## src/rtl/riscv_pkg.sv

```systemverilog
// Shared types and constants for the RISC-V pipeline stages.
package riscv_pkg;

    localparam int XLEN = 32;

    localparam logic [XLEN-1:0] NOP_INSTR = 32'h0000_0013;
    localparam logic [XLEN-1:0] RESET_PC  = 32'h0000_0000;

    typedef struct packed {
        logic [XLEN-1:0] instr;
        logic [XLEN-1:0] pc;
        logic [XLEN-1:0] pc_plus4;
        logic            valid;
    } if_id_t;

endpackage

```

## src/rtl/if_id_reg.sv

```systemverilog
// Pipeline register with reset > flush > stall > load priority.
// A flush inserts a bubble but keeps the PC fields, so later stages still see a sane PC.
module if_id_reg
    import riscv_pkg::*;
#(
    parameter logic [XLEN-1:0] BUBBLE_INSTR = riscv_pkg::NOP_INSTR
) (
    input  logic   clk,
    input  logic   reset,
    input  logic   flush,
    input  logic   stall,
    input  if_id_t d,
    output if_id_t q
);

    always_ff @(posedge clk) begin
        if (reset) begin
            q.instr    <= BUBBLE_INSTR;
            q.pc       <= '0;
            q.pc_plus4 <= '0;
            q.valid    <= 1'b0;
        end else if (flush) begin
            q.instr <= BUBBLE_INSTR;
            q.valid <= 1'b0;
        end else if (!stall) begin
            q <= d;
        end
    end

endmodule

```

## src/rtl/fetch_unit.sv

```systemverilog
// Instruction-fetch stage: PC register, next-PC selection, IF/ID register,
// out-of-range and misaligned-redirect detection, delivered-instruction counter.
module fetch_unit
    import riscv_pkg::*;
#(
    parameter logic [31:0] RESET_PC   = riscv_pkg::RESET_PC,
    parameter int          IMEM_WORDS = 64,
    parameter logic [31:0] NOP_INSTR  = riscv_pkg::NOP_INSTR
) (
    input  logic        clk,
    input  logic        reset,
    output logic [31:0] imem_addr,
    input  logic [31:0] imem_rd,
    input  logic        stall_f,
    input  logic        stall_d,
    input  logic        flush_d,
    input  logic        redirect,
    input  logic [31:0] redirect_pc,
    output logic [31:0] instr_d,
    output logic [31:0] pc_d,
    output logic [31:0] pc_plus4_d,
    output logic        valid_d,
    output logic        misalign_err,
    output logic        oob_err,
    output logic [31:0] fetch_count
);

    localparam logic [XLEN-3:0] IMEM_LIMIT = (XLEN-2)'(IMEM_WORDS);

    logic [XLEN-1:0] pc_f;
    logic [XLEN-1:0] pc_f_plus4;
    logic            in_range;
    logic            bubble;
    logic            load;
    if_id_t          if_id_next;
    if_id_t          if_id_q;

    assign imem_addr  = pc_f;
    assign pc_f_plus4 = pc_f + 32'd4;
    assign in_range   = pc_f[XLEN-1:2] < IMEM_LIMIT;

    // A redirect squashes the instruction fetched down the wrong path.
    assign bubble = flush_d || redirect;
    assign load   = !bubble && !stall_d;

    always_comb begin
        if_id_next.instr    = in_range ? imem_rd : NOP_INSTR;
        if_id_next.pc       = pc_f;
        if_id_next.pc_plus4 = pc_f_plus4;
        if_id_next.valid    = in_range;
    end

    always_ff @(posedge clk) begin
        if (reset) begin
            pc_f <= RESET_PC;
        end else if (redirect) begin
            pc_f <= {redirect_pc[XLEN-1:2], 2'b00};
        end else if (!stall_f) begin
            pc_f <= pc_f_plus4;
        end
    end

    // Error flags are sticky until reset; the counter tracks only real instructions.
    always_ff @(posedge clk) begin
        if (reset) begin
            misalign_err <= 1'b0;
            oob_err      <= 1'b0;
            fetch_count  <= '0;
        end else begin
            if (redirect && (redirect_pc[1:0] != 2'b00)) begin
                misalign_err <= 1'b1;
            end
            if (load && !in_range) begin
                oob_err <= 1'b1;
            end
            if (load && in_range) begin
                fetch_count <= fetch_count + 32'd1;
            end
        end
    end

    if_id_reg #(
        .BUBBLE_INSTR(NOP_INSTR)
    ) u_if_id (
        .clk   (clk),
        .reset (reset),
        .flush (bubble),
        .stall (stall_d),
        .d     (if_id_next),
        .q     (if_id_q)
    );

    assign instr_d    = if_id_q.instr;
    assign pc_d       = if_id_q.pc;
    assign pc_plus4_d = if_id_q.pc_plus4;
    assign valid_d    = if_id_q.valid;

endmodule
```

## config.mk

```make
export PLATFORM = sky130hd
export DESIGN_NAME = fetch_unit
export DESIGN_NICKNAME = d
export VERILOG_FILES = /design/src/rtl/riscv_pkg.sv /design/src/rtl/if_id_reg.sv /design/src/rtl/fetch_unit.sv
export SDC_FILE = /design/constraint.sdc
export NUM_CORES = 1
export LEC_CHECK = 0
export ABC_AREA = 1
export CAP_MARGIN = 10
export CELL_PAD_IN_SITES_DETAIL_PLACEMENT = 0
export CELL_PAD_IN_SITES_GLOBAL_PLACEMENT = 2
export CORE_MARGIN = 1.5
export CORE_UTILIZATION = 23
export DETAILED_ROUTE_END_ITERATION = 16
export GPL_TIMING_DRIVEN = 0
export HOLD_SLACK_MARGIN = 0.06
export PLACE_DENSITY = 0.87
export SLEW_MARGIN = 20
export SYNTH_ARGS = -nofsm -noshare
export SYNTH_HDL_FRONTEND = slang
export SYNTH_HIERARCHICAL = 1
export SYNTH_SLANG_ARGS = --single-unit
```

## constraint.sdc

```tcl
create_clock -name clk -period 1.5 [get_ports clk]
set_input_delay 0.3 -clock clk [delete_from_list [all_inputs] [get_ports clk]]
set_output_delay 0.3 -clock clk [all_outputs]
set_load 0.01 [all_outputs]
```

======== Word-level counts from Yosys, hierarchy flattened ========
Index checks and enable logic that the tools add are counted.
word-level totals
  bits in registers ....................... 163
  output and inout bits ................... 163
  word-level logic and storage cells ...... 30
cells by class
  $add $sub $neg .......................... 2
  magnitude comparators ................... 1
  equal/unequal tests ..................... 1
  muxes and demuxes ....................... 3
  bitwise gates (word level) .............. 2
  reduce and logical (&&, ||, !) cells .... 12
operators with widths
  cell                                                   number
  2-to-1 mux 32 bit                                      3
  adder 32 x 1 -> 32 bit, second input constant          1
  adder 32 x 3 -> 32 bit, second input constant          1
  < comparator 30 x 7 -> 1 bit, second input constant    1
  logical AND 1 bit                                      4
  OR reduction 2 bit                                     2
  zero test 1 bit                                        3
  inequality test 2 x 1 -> 1 bit, second input constant  1
  NOT 1 bit                                              2
  AND reduction 2 bit                                    1
  nonzero test 2 bit                                     1
  logical OR 1 bit                                       1

======== Logic depth before layout (Yosys ltp) ========
Gate-level depths: netlist (run 1).
  depth in word-level cells ............... 4
  depth in mapped cells ................... 12
  mapped depth without buffers ............ 12

======== By module ========
Netlist (run 1), hierarchy kept.
modules (own cells, without submodules)
  module      times used  cells each  area an instance (um2)
  fetch_unit  1           829         4753.3
  if_id_reg   1           551         3806.2

======== Least setup slack after synthesis (run 1) ========
No wires, ideal clock.
  path kind ............................... flip-flop to flip-flop
  start point ............................. register fetch_count[0]
  end point ............................... register fetch_count[16]
  library setup time ...................... 0.070 ns
  arrival ................................. 1.525 ns
  data required time ...................... 1.430 ns
  setup slack ............................. -0.095 ns
  cell stages (with the launch flop) ...... 9
  clock period less this slack ............ 1.595 ns
  cell sequence ........................... dfxtp_1 -> ha_1 -> inv_1 -> nor2_1 -> nand2_1 -> nor2_1 -> xor2_1 -> nand2_1 -> a21oi_1
between the ends
  word-level cells in the longest chain between the ends .. 1
ends and longest elaborated chain
  item                    RTL line          text
  start, declared         fetch_unit.sv:25  output logic [31:0] fetch_count
  start signal, assigned  fetch_unit.sv:77  fetch_count <= fetch_count + 32'd1;
  adder 32 x 1 -> 32 bit  fetch_unit.sv:77
Every way passes these cells.
A chain may end at the register's enable or synchronous reset.

======== Final worst setup path (run 1) ========
  start point ............................. register pc_f[8] (netlist: imem_addr[8])
  end point ............................... register fetch_count[9]
between the ends
  word-level cells in the longest chain between the ends .. 2
ends and longest elaborated chain
  item                          RTL line          text
  start, declared               fetch_unit.sv:30  logic [XLEN-1:0] pc_f;
  start signal, assigned        fetch_unit.sv:57  pc_f <= {redirect_pc[XLEN-1:2], 2'b00};
  start signal, assigned        fetch_unit.sv:59  pc_f <= pc_f_plus4;
  < comparator 30 x 7 -> 1 bit  fetch_unit.sv:40  assign in_range = pc_f[XLEN-1:2] < IMEM_LIMIT;
  logical AND 1 bit             fetch_unit.sv:76  if (load && in_range) begin
Every way passes these cells.

==> results of run 1 <==
-- flip-flops by register name, indices dropped and copies added (netlist names) --
signal,count
fetch_count,32
imem_addr,30
misalign_err,1
oob_err,1
u_if_id/q,97
-- worst max path at each step --
| stage | end | slack, ns | depth (start not counted) |
|---|---|---|---|
| floorplan | fetch_count[16] | -0.0008 | 8 |
| global placement | imem_addr[14] | -0.86 | 4 |
| detailed placement | imem_addr[14] | -0.89 | 4 |
| CTS | fetch_count[16] | -0.21 | 8 |
| global route | fetch_count[16] | -0.32 | 9 |
| finish | fetch_count[9] | -0.21 | 9 |
-- critical path: stages (launching register included) --
cell and delay, ns:
dfxtp_4 0.36, nor2_1 0.12, nand2_1 0.10, nor2_4 0.16, nand3_4 0.14, buf_12 0.16, nor2_8 0.21, clkbuf_16 0.21
nand2_1 0.06, a21oi_1 0.11
-- where the power goes --
group / leakage [nW] / switching, mW / internal, mW
clock network: 0.278 / 2.07 / 2.37
registers: 1.35 / 0.117 / 4.38
logic: 4.88 / 0.949 / 0.906
-- stage by stage --
| step | area, um^2 | total power [mW] | worst slack, ns | hold WS [ns] |
|---|---|---|---|---|
| after floorplan | 8590 | 5.34 | -0.000755 | 0.443 |
| after global placement | 11500 | 6.08 | -0.863 | 0.439 |
| after detailed placement | 11500 | 6.08 | -0.888 | 0.448 |
| after CTS | 13500 | 10.8 | -0.212 | 0.342 |
| after global routing | 14500 | 11.3 | -0.325 | 0.359 |
| final | 14500 | 10.8 | -0.214 | 0.366 |
-- synthesized netlist by cell type --
library cell	instances
buf_6	16
nand4_2	1
and2_1	2
ha_1	2
nor3_1	1
nand3_1	43
xor2_1	19
buf_2	9
o21ai_0	20
nor2_8	1
nor2_4	6
clkbuf_1	15
a31oi_1	7
a22oi_1	1
conb_1	1
xnor2_1	6
a21oi_1	83
or2_4	1
nor2_1	267
nand3_4	1
nand4_1	1
nand2_1	487
nor2_2	6
inv_1	164
dfxtp_1	161
buf_1	11
or2_2	3
clkinv_1	1
buf_4	34
inv_2	2
a22o_1	6
nand2_2	2
-- logic make-up (layout without fill, tap and decap cells) --
group,Yosys count,in the layout,share of synthesized area
AND/OR/NAND/NOR,822,823,0.381
XOR/XNOR,25,25,0.0256
buffers and inverters,252,623,0.141
other,1,6,0.000438
AO/OA/AOI/OAI,117,117,0.0724
adder cells (fa/ha/maj),2,2,0.00292
flip-flops,161,161,0.377
-- layer usage --
metal / vias to the layer above / track usage / part of all wire
li1: 4857 / - / -
met1: 4386 / 0.216 / 0.44
met2: 246 / 0.297 / 0.48
met3: 53 / 0.0450 / 0.057
met4: 2 / 0.0681 / 0.029
met5: - / 0 / 0.00035
-- layout make-up --
cell class	instances	share of cell area
flip-flops and latches	161	0.234
multi-input cells	973	0.362
clock inverters	13	0.00900
plain buffers	81	0.0452
well taps	468	0.0405
inverters	167	0.0440
repair buffers	343	0.234
clock buffers	19	0.0306
-- what timing repair did --
| item | in CTS | in global routing |
|---|---|---|
| gates cloned | 4 | 4 |
| setup endpoints to repair | 278 | 134 |
| buffers inserted | 90 | 26 |
| hold buffers | 0 | 0 |
| resized for setup | 546 | 235 |
| pin swaps | 61 | 91 |
==> impl_metrics.toml, run 1 <==
[synthesis]
yosysSeqAreaShare = 0.377
synth.yosys.warnings = 6
synth_area_leaders = "dfxtp_1 (38%), nand2_1 (21%), nor2_1 (12%)"
postSynthCellCount = 1380
postSynthAreaPerCell_um2 = 6.20
synth_cell_type_count = 32
synth_area_um2 = 8560
synth_seq_cells = 161
synth_top_area_share = 0.377
synth_area_leader_cell = "dfxtp_1"

[route]
ant_nets = 0
vias = 9544
wirelength_um = 34500
first_iter_violations = 391
drc_errors = 0
avgViaCountPerCell = 4.29
routedWlPerCell_um = 15.5
first_pass_iters = 5

[cts]
cts_tree = "done"
cts.htree.levels = 4
clock_path_buffers = 2
cts-root-buf = "clkbuf_16"
cts_buffers = 17
cts.sinks = 161
clk_pin_slew_ns = 0.07
clock_insertion_delay_worst_skew_ns = 0.45

[cells_and_area]
instances_no_fill = 2225
final_common_cell = "nand2_1"
area_growth_pct = 68.9
seqCellArea_um2 = 3390
final_nets = 1816
fillCellCount = 3892
drive_gt1_frac = 0.316
finish.utilization = 0.395
final_cell_mix = "nand2_1 (409), nor2_1 (198), inv_1 (151)"
multi_input_area_um2 = 5240
diodes = 0

[power_and_ir_drop]
vdd_drop_max_mv = 0.836
power_density_nw_per_um2 = 746
power_leakage_nw = 6.51

[global_route]
grt_max_degree = 17
grt_antenna_before_repair = 1
grt_pass1_wl_um = 51600
overflow = 0
grt_pass1_vias = 9195
grt_util_all_layers = 0.177

[die]
num_io_pins = 233
fp.dieW_um = 196
die_h_um = 196
die_area_um2 = 38400
start_util = 0.234
core_um2 = 36600
row_count = 70

[worst_setup_path]
critical_path_required_ns = 1.87
r2r_setup_slack_ns = -0.21
r2r-end = "fetch_count[9]"
cp-end-kind = "register"
crit_path_max_fanout = 6
cp-startpoint = "imem_addr[8]"
r2r_cells = 9
critPathArrivalTime_ns = 2.09
start_kind = "register"
r2r_start = "imem_addr[8]"
critPathKind = "register to register"

[timing]
tns_ns = -7.78
fmax_mhz = 584
finalCriticalPeriod_ns = 1.71
slew_violations = 0
setup_slack_ns = -0.214
finalSetupViolations = 87
finalHoldViolations = 0
clock_skew_ns = 0.0145
rsz0062_at_grt = "true"
post-route-period-util = 1.14
tightest_slew_ns = 0.709
maxSlewHeadroom = 0.528

[placement]
gp_congestion = 0.849
dp_hpwl_um = 24600
numPortBuffers = 229
place_inst = 2082

[hold_path]
worstHoldPathCells = 4
min_from = "redirect"
holdPathEnd = "imem_addr[11]"
hp-class = "input port to register"

[status]
outcome = "complete, but fails checks"
failed_checks = "negative setup slack"

[flow_run]
cap_viol_max_count = 0
No activity file was read; power rests on OpenSTA's default activity.
==> run 2, diff against run 1 <==
Settings changed: CORE_UTILIZATION 23 to 22, PLACE_DENSITY 0.87 to 0.85, SYNTH_HIERARCHICAL 1 to not set.
==> impl_metrics.toml, run 2 <==
[synthesis]
ys_top_cells_by_count = "nand2_1 (358), nor2_1 (199), dfxtp_1 (157), inv_1 (110), a21oi_1 (104)"
synth.yosys.warnings = 0
synth.most_common_cell = "nand2_1"
synth_seq_cells = 157
postSynthCellCount = 1195
synth_cell_type_count = 28
synth-compound-area-share = 0.135
synthMuxAreaShare = 0
postSynthAreaPerCell_um2 = 6.50
synth_top_area_share = 0.405
yosys.area_share.simple = 0.311
synth_xor_area_frac = 0.0248
synth_edf_count = 0
synth_area_um2 = 7770
yosys_most_used_dff = "dfxtp_1"
async_flop_share = 0
synth_top_family_by_area = "simple AND/OR/NAND/NOR gates"
synth_area_leader_cell = "dfxtp_1"
yosysSeqAreaShare = 0.405
synth_area_leaders = "dfxtp_1 (40%), nand2_1 (17%), nor2_1 (9.6%)"
synth_fa_ha_area_frac = 0.00322

[placement]
numPortBuffers = 225
dp_hpwl_um = 23900
place_area_um2 = 10600
gp_congestion = 0.852

[worst_setup_path]
r2r_cells = 10
crit_path_max_fanout = 7
r2r_start = "imem_addr[17]"
critPathArrivalTime_ns = 1.99
critPathKind = "register to register"
critical_path_required_ns = 1.88
cp-end-kind = "register"
start_kind = "register"
r2r-end = "u_if_id.q[71]"
r2r_setup_slack_ns = -0.11

[hold_path]
holdPathEnd = "u_if_id.q[69]"
worstHoldPathCells = 4
hp-class = "input port to register"
min_from = "redirect"

[route]
first_pass_iters = 5
avgViaCountPerCell = 4.43
vias = 8858
first_iter_violations = 480
wirelength_um = 33300
drc_errors = 0
routedWlPerCell_um = 16.7
ant_nets = 0

[cts]
cts_tree = "done"
clock_path_buffers = 2
cts_buffers = 17
cts.htree.levels = 4
clock_insertion_delay_worst_skew_ns = 0.44
clk_pin_slew_ns = 0.07
cts.sinks = 157
cts-root-buf = "clkbuf_16"

[timing]
finalSetupViolations = 77
tns_ns = -3.92
holdWs_ns = 0.396
finalHoldViolations = 0
post-route-period-util = 1.07
maxSlewHeadroom = 0.509
tightest_slew_ns = 0.736
slew_violations = 0
fmax_mhz = 622
finalCriticalPeriod_ns = 1.61
setup_slack_ns = -0.108
clock_skew_ns = 0.0131
rsz0062_at_grt = "true"

[cells_and_area]
seqCellArea_um2 = 3290
multi_input_area_um2 = 4620
fillCellCount = 3638
largest_register = "u_if_id.q"
final_cell_mix = "nand2_1 (285), nor2_1 (147), dlygate4sd2_1 (127)"
final_area_um2 = 13100
largest_reg_flops = 93
diodes = 0
area_growth_pct = 68.6
final_nets = 1602
final_common_cell = "nand2_1"
drive_gt1_frac = 0.308

[global_route]
grt_util_all_layers = 0.179
grt_antenna_before_repair = 0
grt_pass1_wl_um = 48900
overflow = 0
grt_max_degree = 17
grt_pass1_vias = 8353

[die]
num_io_pins = 233
start_util = 0.224
fp.dieW_um = 191
core_um2 = 34600
die_area_um2 = 36500
row_count = 68
die_h_um = 191

[power_and_ir_drop]
power_density_nw_per_um2 = 814
power_leakage_nw = 5.83
vdd_drop_max_mv = 0.805

[status]
failed_checks = "negative setup slack"
outcome = "complete, but fails checks"

[flow_run]
cap_viol_max_count = 0
==> run 2: cell types whose count changed after synthesis, moves of 4 or more <==
cell	delta
inv_1	-54
buf_1	-9
nor2_4	-6
buf_4	+5
xnor2_1	-5
nand2_1	-129
dfxtp_1	-4
a21oi_1	+21
clkbuf_1	+13
o21ai_0	+62
nor2_1	-68
buf_2	+4
buf_6	-12
==> run 2: per-stage QoR <==
stage / power, mW / instances / setup WS, ns / utilization
2_1_floorplan: 5.06 / 1200 / 0.0104 / -
5_1_grt: 11.1 / 1998 / -0.188 / 0.378
4_1_cts: 10.6 / 1974 / -0.137 / 0.353
3_3_place_gp: 5.77 / 1880 / -0.921 / 0.307
6_report: 10.7 / 1998 / -0.108 / 0.378
3_5_place_dp: 5.77 / 1880 / -0.917 / 0.307
==> run 2: timing repair <==
| item | 4_1_cts | 5_1_grt |
|---|---|---|
| hold buffers | 0 | 0 |
| setup endpoints to repair | 306 | 161 |
| gates resized for setup | 438 | 238 |
| pin swaps | 43 | 78 |
| cloned | 6 | 0 |
| buffers inserted | 56 | 28 |
==> run 2: kinds of logic after synthesis <==
family                     Yosys count
other                                1
AOI/OAI and AO/OA                  203
DFF                                157
and+or+nand+nor                    612
xor gates and xnor gates            22
adders and majority gates            2
buffers and inverters              198
==> run 2: critical path: stages (launching register included) <==
cell     delay, ns
dfxtp_4       0.37
nor2_4        0.13
nand2_2       0.08
nor2_4        0.17
buf_6         0.13
nand4_4       0.11
inv_2         0.09
buf_8         0.14
buf_12        0.15
nand2_2       0.06
a21oi_2       0.12
==> run 2: cell type report <==
class	count	share of cell area
multi-input combinational	845	0.353
sequential	157	0.251
timing repair buffer	314	0.228
buffer	83	0.0443
tap	455	0.0435
clock buffer	20	0.0349
inverter	112	0.0325
clock inverter	12	0.0123
==> run 2: how the worst max path moves through the flow <==
stage,slack (ns),endpoint,startpoint,cells after the start
final,-0.11,u_if_id.q[71],imem_addr[17],10
after detailed placement,-0.92,fetch_count[22],reset,4
after floorplan,0.01,fetch_count[22],fetch_count[0],10
after CTS,-0.14,fetch_count[30],imem_addr[17],10
after global placement,-0.92,fetch_count[22],reset,4
after global routing,-0.19,u_if_id.q[67],imem_addr[17],10
==> run 2: report_power, final <==
group	internal [mW]	leakage, nW	switching (mW)
clock network	2.72	0.287	1.98
registers	4.28	1.31	0.129
logic	0.739	4.23	0.798
==> run 2: layer usage <==
layer  vias to the layer above  wire [um]  track usage
li1                       4380          -            -
met1                      4174      14800        0.232
met2                       263      15800        0.292
met3                        41       2020       0.0382
met4                         0        663       0.0645
met5                         -          0            0
